**config.mk**
```make
export PLATFORM = sky130hd
export DESIGN_NAME = vga_timing_gen_flat
export DESIGN_NICKNAME = d
export VERILOG_FILES = /design/src/rtl/vga_timing_gen_pkg.sv /design/src/rtl/vga_timing_gen_if.sv /design/src/rtl/vga_timing_gen_strobe.sv /design/src/rtl/vga_timing_gen.sv /design/src/flat_wrapper.sv
export SDC_FILE = /design/constraint.sdc
export NUM_CORES = 1
export LEC_CHECK = 0
export CAP_MARGIN = 40
export CORE_MARGIN = 2
export CORE_UTILIZATION = 40
export CTS_BUF_LIST = sky130_fd_sc_hd__clkbuf_4 sky130_fd_sc_hd__clkbuf_8
export CTS_CLUSTER_DIAMETER = 30
export DETAILED_ROUTE_END_ITERATION = 12
export GPL_TIMING_DRIVEN = 1
export PLACE_DENSITY_LB_ADDON = 0.2
export SLEW_MARGIN = 20
export SYNTH_ARGS = -nofsm -noshare
export SYNTH_HDL_FRONTEND = slang
export SYNTH_SLANG_ARGS = --single-unit
```
**constraint.sdc**
```tcl
create_clock -name clock -period 7.7 [get_ports clock]
set_input_delay 1.54 -clock clock [delete_from_list [all_inputs] [get_ports clock]]
set_output_delay 1.54 -clock clock [all_outputs]
set_load 0.05 [all_outputs]
```
**src/rtl/vga_timing_gen_pkg.sv**
```systemverilog
// Default 640x480@60 raster constants, total-count helpers and sync polarity type.
// Shared by the timing generator, its interface and the bench.
package vga_timing_pkg;

    localparam int DEF_H_ACTIVE = 640;
    localparam int DEF_H_FP     = 16;
    localparam int DEF_H_SYNC   = 96;
    localparam int DEF_H_BP     = 48;
    localparam int DEF_V_ACTIVE = 480;
    localparam int DEF_V_FP     = 10;
    localparam int DEF_V_SYNC   = 2;
    localparam int DEF_V_BP     = 33;
    localparam int DEF_COORD_W  = 10;

    typedef enum logic {
        SYNC_ACTIVE_LOW  = 1'b0,
        SYNC_ACTIVE_HIGH = 1'b1
    } sync_pol_e;

    function automatic int h_total(input int active, input int fp, input int sync, input int bp);
        return active + fp + sync + bp;
    endfunction

    function automatic int v_total(input int active, input int fp, input int sync, input int bp);
        return active + fp + sync + bp;
    endfunction

endpackage

```
**src/rtl/vga_timing_gen_if.sv**
```systemverilog
// Raster timing bundle: run/freeze control in, strobe, syncs and coordinates out.
// master = timing generator side, slave = renderer side that owns enable.
interface vga_timing_gen_if
    import vga_timing_pkg::*;
#(
    parameter int COORD_W = DEF_COORD_W
) ();

    logic               enable;
    logic               pix_stb;
    logic               hsync;
    logic               vsync;
    logic               active;
    logic [COORD_W-1:0] x;
    logic [COORD_W-1:0] y;
    logic               line_start;
    logic               frame_start;

    modport master (
        input  enable,
        output pix_stb, hsync, vsync, active, x, y, line_start, frame_start
    );

    modport slave (
        output enable,
        input  pix_stb, hsync, vsync, active, x, y, line_start, frame_start
    );

endinterface

```
**src/rtl/vga_timing_gen_strobe.sv**
```systemverilog
// Fractional clock-enable: CLK_INC strobes per CLK_MOD enabled cycles, registered.
// Strobe is gated by enable; the accumulator and pending strobe freeze while enable is low.
module vga_pixel_strobe #(
    parameter int CLK_INC = 1,
    parameter int CLK_MOD = 4
) (
    input  logic clock,
    input  logic reset,
    input  logic enable,
    output logic pix_stb
);

    localparam int               ACC_W = $clog2(CLK_MOD) + 1;
    localparam logic [ACC_W-1:0] INC_C = ACC_W'(CLK_INC);
    localparam logic [ACC_W-1:0] MOD_C = ACC_W'(CLK_MOD);

    generate
        if (CLK_INC < 1 || CLK_INC > CLK_MOD) begin : g_bad_inc
            $error("vga_pixel_strobe: CLK_INC must satisfy 1 <= CLK_INC <= CLK_MOD");
        end
    endgenerate

    logic [ACC_W-1:0] r_acc;
    logic             r_stb;
    logic [ACC_W-1:0] w_sum;

    // acc < MOD and INC <= MOD, so the sum never exceeds 2*MOD-1 and fits ACC_W bits
    assign w_sum = r_acc + INC_C;

    always_ff @(posedge clock or posedge reset) begin
        if (reset) begin
            r_acc <= '0;
            r_stb <= 1'b0;
        end else if (enable) begin
            if (w_sum >= MOD_C) begin
                r_acc <= w_sum - MOD_C;
                r_stb <= 1'b1;
            end else begin
                r_acc <= w_sum;
                r_stb <= 1'b0;
            end
        end
    end

    assign pix_stb = r_stb & enable;

endmodule

```
**src/rtl/vga_timing_gen.sv**
```systemverilog
// VGA raster timing: h/v counters stepped by a fractional pixel strobe, registered decodes.
// Each pixel is held from the strobe that enters it to the strobe that leaves it; enable low freezes.
module vga_timing_gen
    import vga_timing_pkg::*;
#(
    parameter int CLK_INC  = 1,
    parameter int CLK_MOD  = 4,
    parameter int H_ACTIVE = DEF_H_ACTIVE,
    parameter int H_FP     = DEF_H_FP,
    parameter int H_SYNC   = DEF_H_SYNC,
    parameter int H_BP     = DEF_H_BP,
    parameter int V_ACTIVE = DEF_V_ACTIVE,
    parameter int V_FP     = DEF_V_FP,
    parameter int V_SYNC   = DEF_V_SYNC,
    parameter int V_BP     = DEF_V_BP,
    parameter int SYNC_POL = 0,
    parameter int COORD_W  = DEF_COORD_W
) (
    input logic             clock,
    input logic             reset,
    vga_timing_gen_if.master vif
);

    localparam int H_TOTAL = h_total(H_ACTIVE, H_FP, H_SYNC, H_BP);
    localparam int V_TOTAL = v_total(V_ACTIVE, V_FP, V_SYNC, V_BP);
    localparam int HS_BEG  = H_ACTIVE + H_FP;
    localparam int HS_END  = H_ACTIVE + H_FP + H_SYNC;
    localparam int VS_BEG  = V_ACTIVE + V_FP;
    localparam int VS_END  = V_ACTIVE + V_FP + V_SYNC;

    localparam sync_pol_e          POL     = (SYNC_POL != 0) ? SYNC_ACTIVE_HIGH : SYNC_ACTIVE_LOW;
    localparam logic               SYNC_ON = POL;
    localparam logic [COORD_W-1:0] H_LAST  = COORD_W'(H_TOTAL - 1);
    localparam logic [COORD_W-1:0] V_LAST  = COORD_W'(V_TOTAL - 1);
    localparam logic [COORD_W-1:0] ONE     = COORD_W'(1);

    generate
        if ((H_TOTAL - 1) >= (2 ** COORD_W) || (V_TOTAL - 1) >= (2 ** COORD_W)) begin : g_bad_coord
            $error("vga_timing_gen: COORD_W too narrow for H_TOTAL-1 / V_TOTAL-1");
        end
    endgenerate

    logic               w_pix_stb;
    logic [COORD_W-1:0] r_h;
    logic [COORD_W-1:0] r_v;
    logic [COORD_W-1:0] w_h_nxt;
    logic [COORD_W-1:0] w_v_nxt;
    logic               r_active;
    logic               r_hsync;
    logic               r_vsync;
    logic               r_h_zero;
    logic               r_v_zero;

    vga_pixel_strobe #(
        .CLK_INC (CLK_INC),
        .CLK_MOD (CLK_MOD)
    ) u_pix_stb (
        .clock   (clock),
        .reset   (reset),
        .enable  (vif.enable),
        .pix_stb (w_pix_stb)
    );

    always_comb begin
        w_h_nxt = r_h;
        w_v_nxt = r_v;
        if (w_pix_stb) begin
            if (r_h == H_LAST) begin
                w_h_nxt = '0;
                w_v_nxt = (r_v == V_LAST) ? '0 : r_v + ONE;
            end else begin
                w_h_nxt = r_h + ONE;
            end
        end
    end

    // Decodes are computed from the next count so they land together with it
    always_ff @(posedge clock or posedge reset) begin
        if (reset) begin
            r_h      <= '0;
            r_v      <= '0;
            r_active <= 1'b1;
            r_hsync  <= ~SYNC_ON;
            r_vsync  <= ~SYNC_ON;
            r_h_zero <= 1'b1;
            r_v_zero <= 1'b1;
        end else if (w_pix_stb) begin
            r_h      <= w_h_nxt;
            r_v      <= w_v_nxt;
            r_active <= (int'(w_h_nxt) < H_ACTIVE) && (int'(w_v_nxt) < V_ACTIVE);
            r_hsync  <= ((int'(w_h_nxt) >= HS_BEG) && (int'(w_h_nxt) < HS_END)) ? SYNC_ON : ~SYNC_ON;
            r_vsync  <= ((int'(w_v_nxt) >= VS_BEG) && (int'(w_v_nxt) < VS_END)) ? SYNC_ON : ~SYNC_ON;
            r_h_zero <= (w_h_nxt == '0);
            r_v_zero <= (w_v_nxt == '0);
        end
    end

    assign vif.pix_stb     = w_pix_stb;
    assign vif.hsync       = r_hsync;
    assign vif.vsync       = r_vsync;
    assign vif.active      = r_active;
    assign vif.x           = r_h;
    assign vif.y           = r_v;
    assign vif.line_start  = w_pix_stb & r_h_zero;
    assign vif.frame_start = w_pix_stb & r_h_zero & r_v_zero;

endmodule
```
**src/flat_wrapper.sv**
```systemverilog
// flat-port wrapper written by rule: the top's interface ports become plain ports
module vga_timing_gen_flat import vga_timing_pkg::*;
#(
    parameter int CLK_INC  = 1,
    parameter int CLK_MOD  = 4,
    parameter int H_ACTIVE = DEF_H_ACTIVE,
    parameter int H_FP     = DEF_H_FP,
    parameter int H_SYNC   = DEF_H_SYNC,
    parameter int H_BP     = DEF_H_BP,
    parameter int V_ACTIVE = DEF_V_ACTIVE,
    parameter int V_FP     = DEF_V_FP,
    parameter int V_SYNC   = DEF_V_SYNC,
    parameter int V_BP     = DEF_V_BP,
    parameter int SYNC_POL = 0,
    parameter int COORD_W  = DEF_COORD_W
)
  (clock, reset, vif_enable, vif_pix_stb, vif_hsync, vif_vsync, vif_active, vif_x, vif_y, vif_line_start, vif_frame_start);
  vga_timing_gen_if #(.COORD_W(COORD_W)) vif_i ();
  input logic clock;
  input logic reset;
  input wire logic [$bits(vif_i.enable)-1:0] vif_enable;
  output wire logic [$bits(vif_i.pix_stb)-1:0] vif_pix_stb;
  output wire logic [$bits(vif_i.hsync)-1:0] vif_hsync;
  output wire logic [$bits(vif_i.vsync)-1:0] vif_vsync;
  output wire logic [$bits(vif_i.active)-1:0] vif_active;
  output wire logic [$bits(vif_i.x)-1:0] vif_x;
  output wire logic [$bits(vif_i.y)-1:0] vif_y;
  output wire logic [$bits(vif_i.line_start)-1:0] vif_line_start;
  output wire logic [$bits(vif_i.frame_start)-1:0] vif_frame_start;
  assign vif_i.enable = vif_enable;
  assign vif_pix_stb = vif_i.pix_stb;
  assign vif_hsync = vif_i.hsync;
  assign vif_vsync = vif_i.vsync;
  assign vif_active = vif_i.active;
  assign vif_x = vif_i.x;
  assign vif_y = vif_i.y;
  assign vif_line_start = vif_i.line_start;
  assign vif_frame_start = vif_i.frame_start;
  vga_timing_gen #(.CLK_INC(CLK_INC), .CLK_MOD(CLK_MOD), .H_ACTIVE(H_ACTIVE), .H_FP(H_FP), .H_SYNC(H_SYNC), .H_BP(H_BP), .V_ACTIVE(V_ACTIVE), .V_FP(V_FP), .V_SYNC(V_SYNC), .V_BP(V_BP), .SYNC_POL(SYNC_POL), .COORD_W(COORD_W)) u_core (.clock(clock), .reset(reset), .vif(vif_i));
endmodule
```
-- Yosys cells after proc, flatten, opt, wreduce, memory -nomap -nowiden
Index checks and enable logic that the tools add are counted.
- bitwise gates (word level): 3
- shift-type cells: 0
- div/mod/pow operators: 0
- magnitude comparators: 7
- mux-type cells: 9
- multiply operators: 0
- add/sub/neg operators: 4
- eq/ne operators: 2
- reduce and logical (&&, ||, !) cells: 5
- operators by type and width (operator ; number):
    $mux 10 ; 5
    $add 10x1->10 const B ; 2
    $eq 10x10->1 const B ; 2
    $logic_not 10->1 ; 2
    $lt 10x10->1 const B ; 2
    $lt 10x9->1 const B ; 2
    $ge 10x10->1 const B ; 1
    $ge 10x9->1 const B ; 1
    $add 3x1->3 const B ; 1
    $and 1x1->1 ; 3
    $ge 3x3->1 const B ; 1
    $logic_and 1x1->1 ; 3
    $mux 1 ; 3
    $mux 3 ; 1
    $sub 3x3->3 const B ; 1
- latch bits: 0
- output and inout port bits: 26
- bits of input ports: 3
- bits in registers: 29
- RAM bits: 0
- word-level logic and storage cells: 39
- memories: 0
- bits in read-only memories: 0

-- Longest topological paths before layout
Gate-level depths: netlist (run 1).
- depth after elaboration: 7
- depth in mapped cells: 9
- depth with buffers taken out: 8

-- Modules after synthesis
Synthesis (run 1) repeated with hierarchy kept, for this count alone.
- cell total of the unflattened synthesis: 175
- area, all modules: 1675.4 um2
- modules (own cells, without submodules) (module ; instances ; cells each ; seq. area each (um2) ; area each (um2)):
    vga_timing_gen ; 1 ; 166 ; 631.9 ; 1545.2
    vga_pixel_strobe ; 1 ; 9 ; 75.1 ; 130.1

-- Worst setup path before layout (run 1)
Ideal clock, no wire load.
- kind: input to output
- start: in vif_enable
- end: out vif_frame_start
- path buffers: 1
- required time: 6160 ps
- arrival: 2654 ps
- stages: 3
- slack: 3506 ps
- cells stage by stage: buf_4 and3_1 and2_1
- word-level cells in the longest chain between the ends: 3
- ends and longest elaborated chain (what ; RTL line ; source):
    start: declaration ; flat_wrapper.sv:21 ; input wire logic [$bits(vif_i.enable)-1:0] vif_enable;
    $and 1x1->1 ; vga_timing_gen_strobe.sv:45 ; assign pix_stb = r_stb & enable;
    $and 1x1->1 ; - ;
    via vif_line_start ; flat_wrapper.sv:28 ; output wire logic [$bits(vif_i.line_start)-1:0] vif_line_start;
    $and 1x1->1 ; vga_timing_gen.sv:105 ; assign vif.frame_start = w_pix_stb & r_h_zero & r_v_zero;
    end: declaration ; flat_wrapper.sv:29 ; output wire logic [$bits(vif_i.frame_start)-1:0] vif_frame_start;
The timed path passes the listed nets, and every way through them passes these cells.

-- Worst setup path after layout (run 1)
- start: in vif_enable
- end: out vif_pix_stb
- word-level cells in the longest chain between the ends: 1
- ends and longest elaborated chain (what ; RTL line ; source):
    $and 1x1->1 ; vga_timing_gen_strobe.sv:45 ;
    end: declaration ; flat_wrapper.sv:22 ; output wire logic [$bits(vif_i.pix_stb)-1:0] vif_pix_stb;
Every way passes these cells.

==> results of run 1 <==
==> kinds of logic after synthesis <==
group,after synthesis,share of synthesized area (%)
XOR/XNOR,15,7.138
buffers and inverters,24,7.070
adder cells (fa/ha/maj),4,2.719
AO/OA/AOI/OAI,42,15.84
flip-flops,28,38.41
multiplexers,3,1.767
AND/OR/NAND/NOR,82,27.06
==> placed cells by master (no fill, tap or decap), drive strengths merged, types with 7 or more instances in the layout <==
master / synthesis / final
nor2: 12 / 12
xor2: 8 / 8
inv: 9 / 9
clkdlybuf4s50: 0 / 28
nand2: 18 / 18
xnor2: 7 / 7
a21oi: 11 / 11
o31ai: 7 / 7
o21ai: 7 / 7
nand3: 9 / 9
nor3: 7 / 7
dfrtp: 23 / 23
nand4: 7 / 7
==> state kept, by name, indices dropped and copies added, names as in the netlist <==
register / count
u_core.r_h_zero: 1
u_core.vif.x: 10
u_core.vif.hsync: 1
u_core.u_pix_stb.r_acc: 2
u_core.vif.y: 10
u_core.r_v_zero: 1
u_core.vif.vsync: 1
u_core.u_pix_stb.r_stb: 1
u_core.vif.active: 1
==> layout make-up <==
cell class                      instances  area, um2
Multi-Input combinational cell        146       1003
Timing Repair Buffer                   29      307.8
Sequential cell                        28      706.9
Tap cell                               52      65.06
Fill cell                             422       2212
Clock buffer                            4      55.05
Inverter                                9      33.78
==> critical path: cells and delay by family <==
kind,cells,cell delay [ns]
buffers and inverters,3,1.92
and+or+nand+nor,1,0.26
==> power groups by stage <==
stage | logic, mW | registers, mW | clock network (mW)
6_report | 0.137 | 0.197 | 0.0946
3_3_place_gp | 0.135 | 0.200 | 0
2_1_floorplan | 0.0675 | 0.229 | 0
4_1_cts | 0.138 | 0.197 | 0.0966
5_1_grt | 0.151 | 0.202 | 0.102
3_5_place_dp | 0.138 | 0.200 | 0
==> synth_stat cells, types with 2 or more instances <==
cell and number:
and3_1 2, dfstp_2 5, mux2_2 2, a31oi_1 2
or4_1 5, and2_1 2, ha_1 4, o31ai_1 5
dfrtp_1 23, buf_4 4, nand2_1 17, a41oi_1 2
nand3_1 9, and4_1 3, nor2_1 12, a21oi_1 11
buf_6 2, a21boi_1 3, nor2b_1 2, nor3_1 7
nand4_1 6, nor3b_1 3, xnor2_1 7, nand2b_1 2
inv_1 9, xor2_1 8, clkbuf_1 7, o211ai_1 3
o21ai_0 7
==> metal layers <==
| metal | track usage (%) | vias up |
|---|---|---|
| met5 | 0 | - |
| met4 | 3.564 | 0 |
| met3 | 3.235 | 5 |
| met2 | 28.29 | 41 |
| met1 | 23.40 | 746 |
| li1 | - | 751 |
==> how the worst min path moves through the flow <==
stage	from	to	slack, ns
final	u_core.r_h_zero	u_core.r_h_zero	0.48
after global routing	u_core.r_h_zero	u_core.r_h_zero	0.50
after CTS	u_core.u_pix_stb.r_acc[0]	u_core.u_pix_stb.r_acc[0]	0.48
after detailed placement	u_core.u_pix_stb.r_acc[0]	u_core.u_pix_stb.r_acc[0]	0.46
after global placement	u_core.u_pix_stb.r_acc[0]	u_core.u_pix_stb.r_acc[0]	0.46
after floorplan	u_core.r_h_zero	u_core.r_h_zero	0.44
==> results by group, run 1 <==
Cells and area
  – Area growth, synth to finish: 18.01%
  – Fin nets: 224
  – Cell area after layout: between 0.002 and 0.0025 mm2
  – Layout Cells excl Fill: 268
  – Share of cells above drive strength 1: 9.722%
  – Final Core Density: 49.54%
  – Ant. Diodes: 0

Power and ir drop
  – Clk pwr share: about 22%
  – Comb power frac: 31.9%
  – Sw Pwr: 0.1648 mW
  – Sw Share: just under 40%
  – Power Density: 197.4 mW/mm2
  – Internal cell power: 0.2640 mW
  – Leak: 0.9126 nW
  – Reg power frac: 46.1%
  – Total Power: 0.4288 mW
  – Peak VDD IR: 115.6 uV

Route
  – Metal-1 WL: roughly 2000 um
  – WL final: 4237 um
  – DR WL/cell: ~16 um
  – Total number of vias: approximately 1.5k
  – Iter 0 DRT Violations: approximately 140
  – Vias per inst: 5.757
  – Top layer used by detailed routing: met4
  – Met3 routed WL: between 200 and 250 um
  – DRT Pass-1 Iters: 4
  – ANT nets after route: 0
  – DRC Markers: 0
  – Met2 wire length: roughly 2000 um

Place
  – Dpl cell area: between 0.002 and 0.0025 mm2
  – Final HPWL DP: 3011 um
  – Dpl ws: 2.448 ns
  – Total placed cells including tap cells: 264
  – Port Buf Inserts: 28
  – RePlAce Congestion: 0.8293

Clocking
  – Setup Buffers After CTS: 0
  – Clk sinks: 28
  – Total CTS buffers: 3
  – CTS root buf: clkbuf_8
  – CTS Hold Bufs: 0
  – Post-cts sizing count: 0
  – CTS tree: built
  – Worst-Skew Late Latency: 0.28 ns
  – Clk slew on worst S/H paths: 0.10 ns
  – Clk buf depth: 2
  – H-tree depth: 1

Timing
  – Final Cycle Share: 68.42%
  – Final worst setup slack: 2.432 ns
  – Achievable Freq: 189.8 MHz
  – Min cycle time layout: 5.268 ns
  – Endpoints failing hold: 0
  – Skew final: 0.003138 ns
  – Slew Limit Headroom: about 57%
  – Worst-Margin Slew: 0.6490 ns
  – Setup violators final: 0
  – Slew Limit Fails: 0
  – RSZ-0062 raised after global routing: no
  – Min Hold Slack: 0.4806 ns
  – Sum Neg Setup Slack: 0 ns

Synthesis
  – Synth cell types: between 50 and 60
  – Syn Area/Cell: 9.296 um2
  – Async SR Flop Fraction: 100.0%
  – Synth Flop Type: dfrtp_1
  – Syn_nets: 205
  – Yosys warnings: 0
  – Netlist area before placement: around 0.0018 mm2
  – Top cells by area, synth: dfrtp_1 31%, dfstp_2 7.1%, xor2_1 3.8%
  – Synth Register Bits: 28
  – Largest area contributor in the netlist: dfrtp_1
  – Sequential element share of the synthesized area: about two fifths
  – Top cell type's share of synthesized area: between 30% and 40%
  – Post-synth EDFFs: 0
  – Mapped Cells: a little under 200

Worst setup path
  – Crit path capture: vif_pix_stb
  – Critical-path cell with the highest stage delay: clkdlybuf4s50_1
  – RR Startpoint: u_core.vif.x[0]
  – Worst Path Required: about 6 ns
  – Cell Chain, Critical Path: clkdlybuf4s50_1 -> nand2_2 -> inv_1 -> clkdlybuf4s50_1
  – CP endpoint kind: output port
  – Data arrival, critical path: around 3.7 ns
  – Worst setup SP type: input pin
  – Reg-to-Reg End: u_core.r_v_zero
  – R2R depth: 7
  – FF-to-FF setup slack: 4.49 ns
  – CP max stage delay: 0.88 ns
  – CP Class: in2out
  – Crit Path Max Fanout: 18
  – CP most frequent cell: clkdlybuf4s50_1
  – Crit path launch: vif_enable

Global route
  – Largest net degree at the start of global routing: 19
  – Wire length of the first global-routing pass: 6996 um
  – Vias in the first global route: 1429
  – Initial antenna violation count: 0
  – All-Layer GR Usage: 17.09%
  – GRT overflow: 0

Floorplanning
  – Row cnt: 24
  – Chip width: a little over 70 um
  – Starting Density: 41.98%
  – Core Area: 0.004384 mm2
  – # IOs: 29
  – Die H: 71.83 um
  – Overall die area: 0.005160 mm2

Status
  – Status: finished clean

Flow run
  – Maxcap violations: 0

Hold path
  – HP Class: reg2reg
  – Hold path depth: 2
Power figures use the tool's default switching activity.
==> run 2, diff against run 1 <==
==> constraint.sdc (replaced) <==
create_clock -name clock -period 5.2 [get_ports clock]
set_input_delay 1.04 -clock clock [delete_from_list [all_inputs] [get_ports clock]]
set_output_delay 1.04 -clock clock [all_outputs]
set_load 0.05 [all_outputs]
==> results by group, run 2 (synthesis gave the netlist of run 1 again) <==
Status
  – Status: finished clean

Power and ir drop
  – Leak: 0.9143 nW
  – Peak VDD IR: a little over 200 uV
  – Sw Share: between 30 and 40%
  – Sw Pwr: 0.2397 mW
  – Comb power frac: between 30 and 40%
  – Reg power frac: 43.9%
  – Internal cell power: 0.4250 mW
  – Clk pwr share: 25.9%
  – Power Density: ~310 mW/mm2

Route
  – DR WL/cell: 16.02 um
  – ANT nets after route: 0
  – DRC Markers: 0
  – Iter 0 DRT Violations: 90
  – WL final: ~4300 um
  – Vias per inst: 5.713
  – DRT Pass-1 Iters: 4
  – Total number of vias: 1531

Hold path
  – HP Class: reg2reg
  – Min-delay src: u_core.u_pix_stb.r_acc[0]
  – Hold EP: u_core.u_pix_stb.r_acc[0]
  – Hold path depth: 1

Cells and area
  – Filler cells: 420
  – Fin nets: around 220
  – Ant. Diodes: 0
  – Register area: between 700 and 800 um2
  – Share of cells above drive strength 1: 9.722%
  – Area growth, synth to finish: 18.22%
  – Most frequent cells in the layout: 28 x clkdlybuf4s50_1, 23 x dfrtp_1, 17 x nand2_1
  – Commonest non-fill, non-tap cell in the layout: clkdlybuf4s50_1
  – Multi-input logic area: 0.001003 mm2

Global route
  – Initial antenna violation count: 0
  – GRT overflow: 0
  – Largest net degree at the start of global routing: 19
  – Vias in the first global route: between 1.5k and 2k
  – Wire length of the first global-routing pass: 7576 um
  – All-Layer GR Usage: a little under a fifth

Clocking
  – H-tree depth: 1
  – Post-cts sizing count: 0
  – Clk slew on worst S/H paths: 0.10 ns
  – Clk sinks: 28
  – Total CTS buffers: 3
  – Setup Buffers After CTS: 0
  – CTS Hold Bufs: 0
  – CTS tree: built
  – CTS root buf: clkbuf_8
  – Worst-Skew Late Latency: approximately 0.28 ns
  – Clk buf depth: 2

Timing
  – Min cycle time layout: around 4.3 ns
  – Worst-Margin Slew: ~0.66 ns
  – Endpoints failing hold: 0
  – Final worst setup slack: around 0.9 ns
  – Slew Limit Headroom: 55.93%
  – Skew final: 0.005456 ns
  – RSZ-0062 raised after global routing: no
  – Setup violators final: 0
  – Sum Neg Setup Slack: 0 ns
  – Achievable Freq: 232.8 MHz
  – Slew Limit Fails: 0
  – Final Cycle Share: 82.61%

Worst setup path
  – Data arrival, critical path: around 3.3 ns
  – Worst Path Required: between 4 and 5 ns
  – RR Startpoint: u_core.vif.x[0]
  – Crit Path Max Fanout: 18
  – Worst setup SP type: input pin
  – CP endpoint kind: output port
  – FF-to-FF setup slack: 2.01 ns
  – Reg-to-Reg End: u_core.r_v_zero
  – CP Class: in2out
  – R2R depth: 7

Floorplanning
  – Row cnt: 24
  – Overall die area: 0.005160 mm2
  – Core Area: 0.004384 mm2
  – Starting Density: 41.98%
  – Chip width: 71.83 um
  – Die H: 71.83 um
  – # IOs: 29

Place
  – Final HPWL DP: 3124 um
  – Dpl ws: about 0.89 ns
  – Port Buf Inserts: 28
  – RePlAce Congestion: 0.8474

Flow run
  – Maxcap violations: 0
[run 2: changes by cell type in the layout (fill, tap and decap cells not counted), sizes merged]
cell	change
clkbuf	-1
bufinv	+1
[run 2: critical path: stages]
cell and delay [ns]:
clkdlybuf4s50_1 0.65, nand2_2 0.27, inv_1 0.40, clkdlybuf4s50_1 0.89
[run 2: routing by layer]
layer / routed length, um / track usage [%] / vias to the layer above
met3: 140 / 1.828 / 4
met4: 34 / 3.774 / 0
li1: - / - / 752
met1: 1969 / 25.80 / 744
met5: 0 / 0 / -
met2: 2150 / 30.56 / 31
[run 2: final cells by class]
| cell class | count | share of cell area (%) |
|---|---|---|
| well taps | 52 | 2.990 |
| clock buffers | 3 | 1.898 |
| inverters | 9 | 1.553 |
| clock inverters | 1 | 1.380 |
| multi-input cells | 146 | 46.12 |
| flip-flops and latches | 28 | 32.49 |
| repair buffers | 29 | 13.57 |
[run 2: worst max path at each step]
stage	start	to	slack, ns	cells past startpoint
6_report	vif_enable	vif_pix_stb	0.90	4
5_1_grt	vif_enable	vif_pix_stb	0.73	4
4_1_cts	vif_enable	vif_pix_stb	0.88	4
3_5_place_dp	vif_enable	vif_pix_stb	0.89	4
3_3_place_gp	vif_enable	vif_pix_stb	0.99	4
2_1_floorplan	u_core.vif.x[0]	u_core.r_v_zero	1.95	8
[run 2: power by group through the flow]
stage,Sequential (mW),Clock (mW),Combinational [mW]
global route,0.299,0.188,0.222
finish,0.292,0.172,0.201
detailed placement,0.297,0,0.204
floorplan,0.339,0,0.100
CTS,0.293,0.180,0.204
global placement,0.297,0,0.200
[run 2: metrics by stage]
stage               cells  total power, mW  util, %  area, um2  hold WS, ns
floorplan             198           0.4388        -       1841       0.4446
global placement      263           0.4970    47.66       2090       0.4652
detailed placement    264           0.5007    48.00       2105       0.4641
CTS                   268           0.6769    49.63       2176       0.4803
global route          268           0.7091    49.63       2176       0.5064
finish                268           0.6647    49.63       2176       0.4769
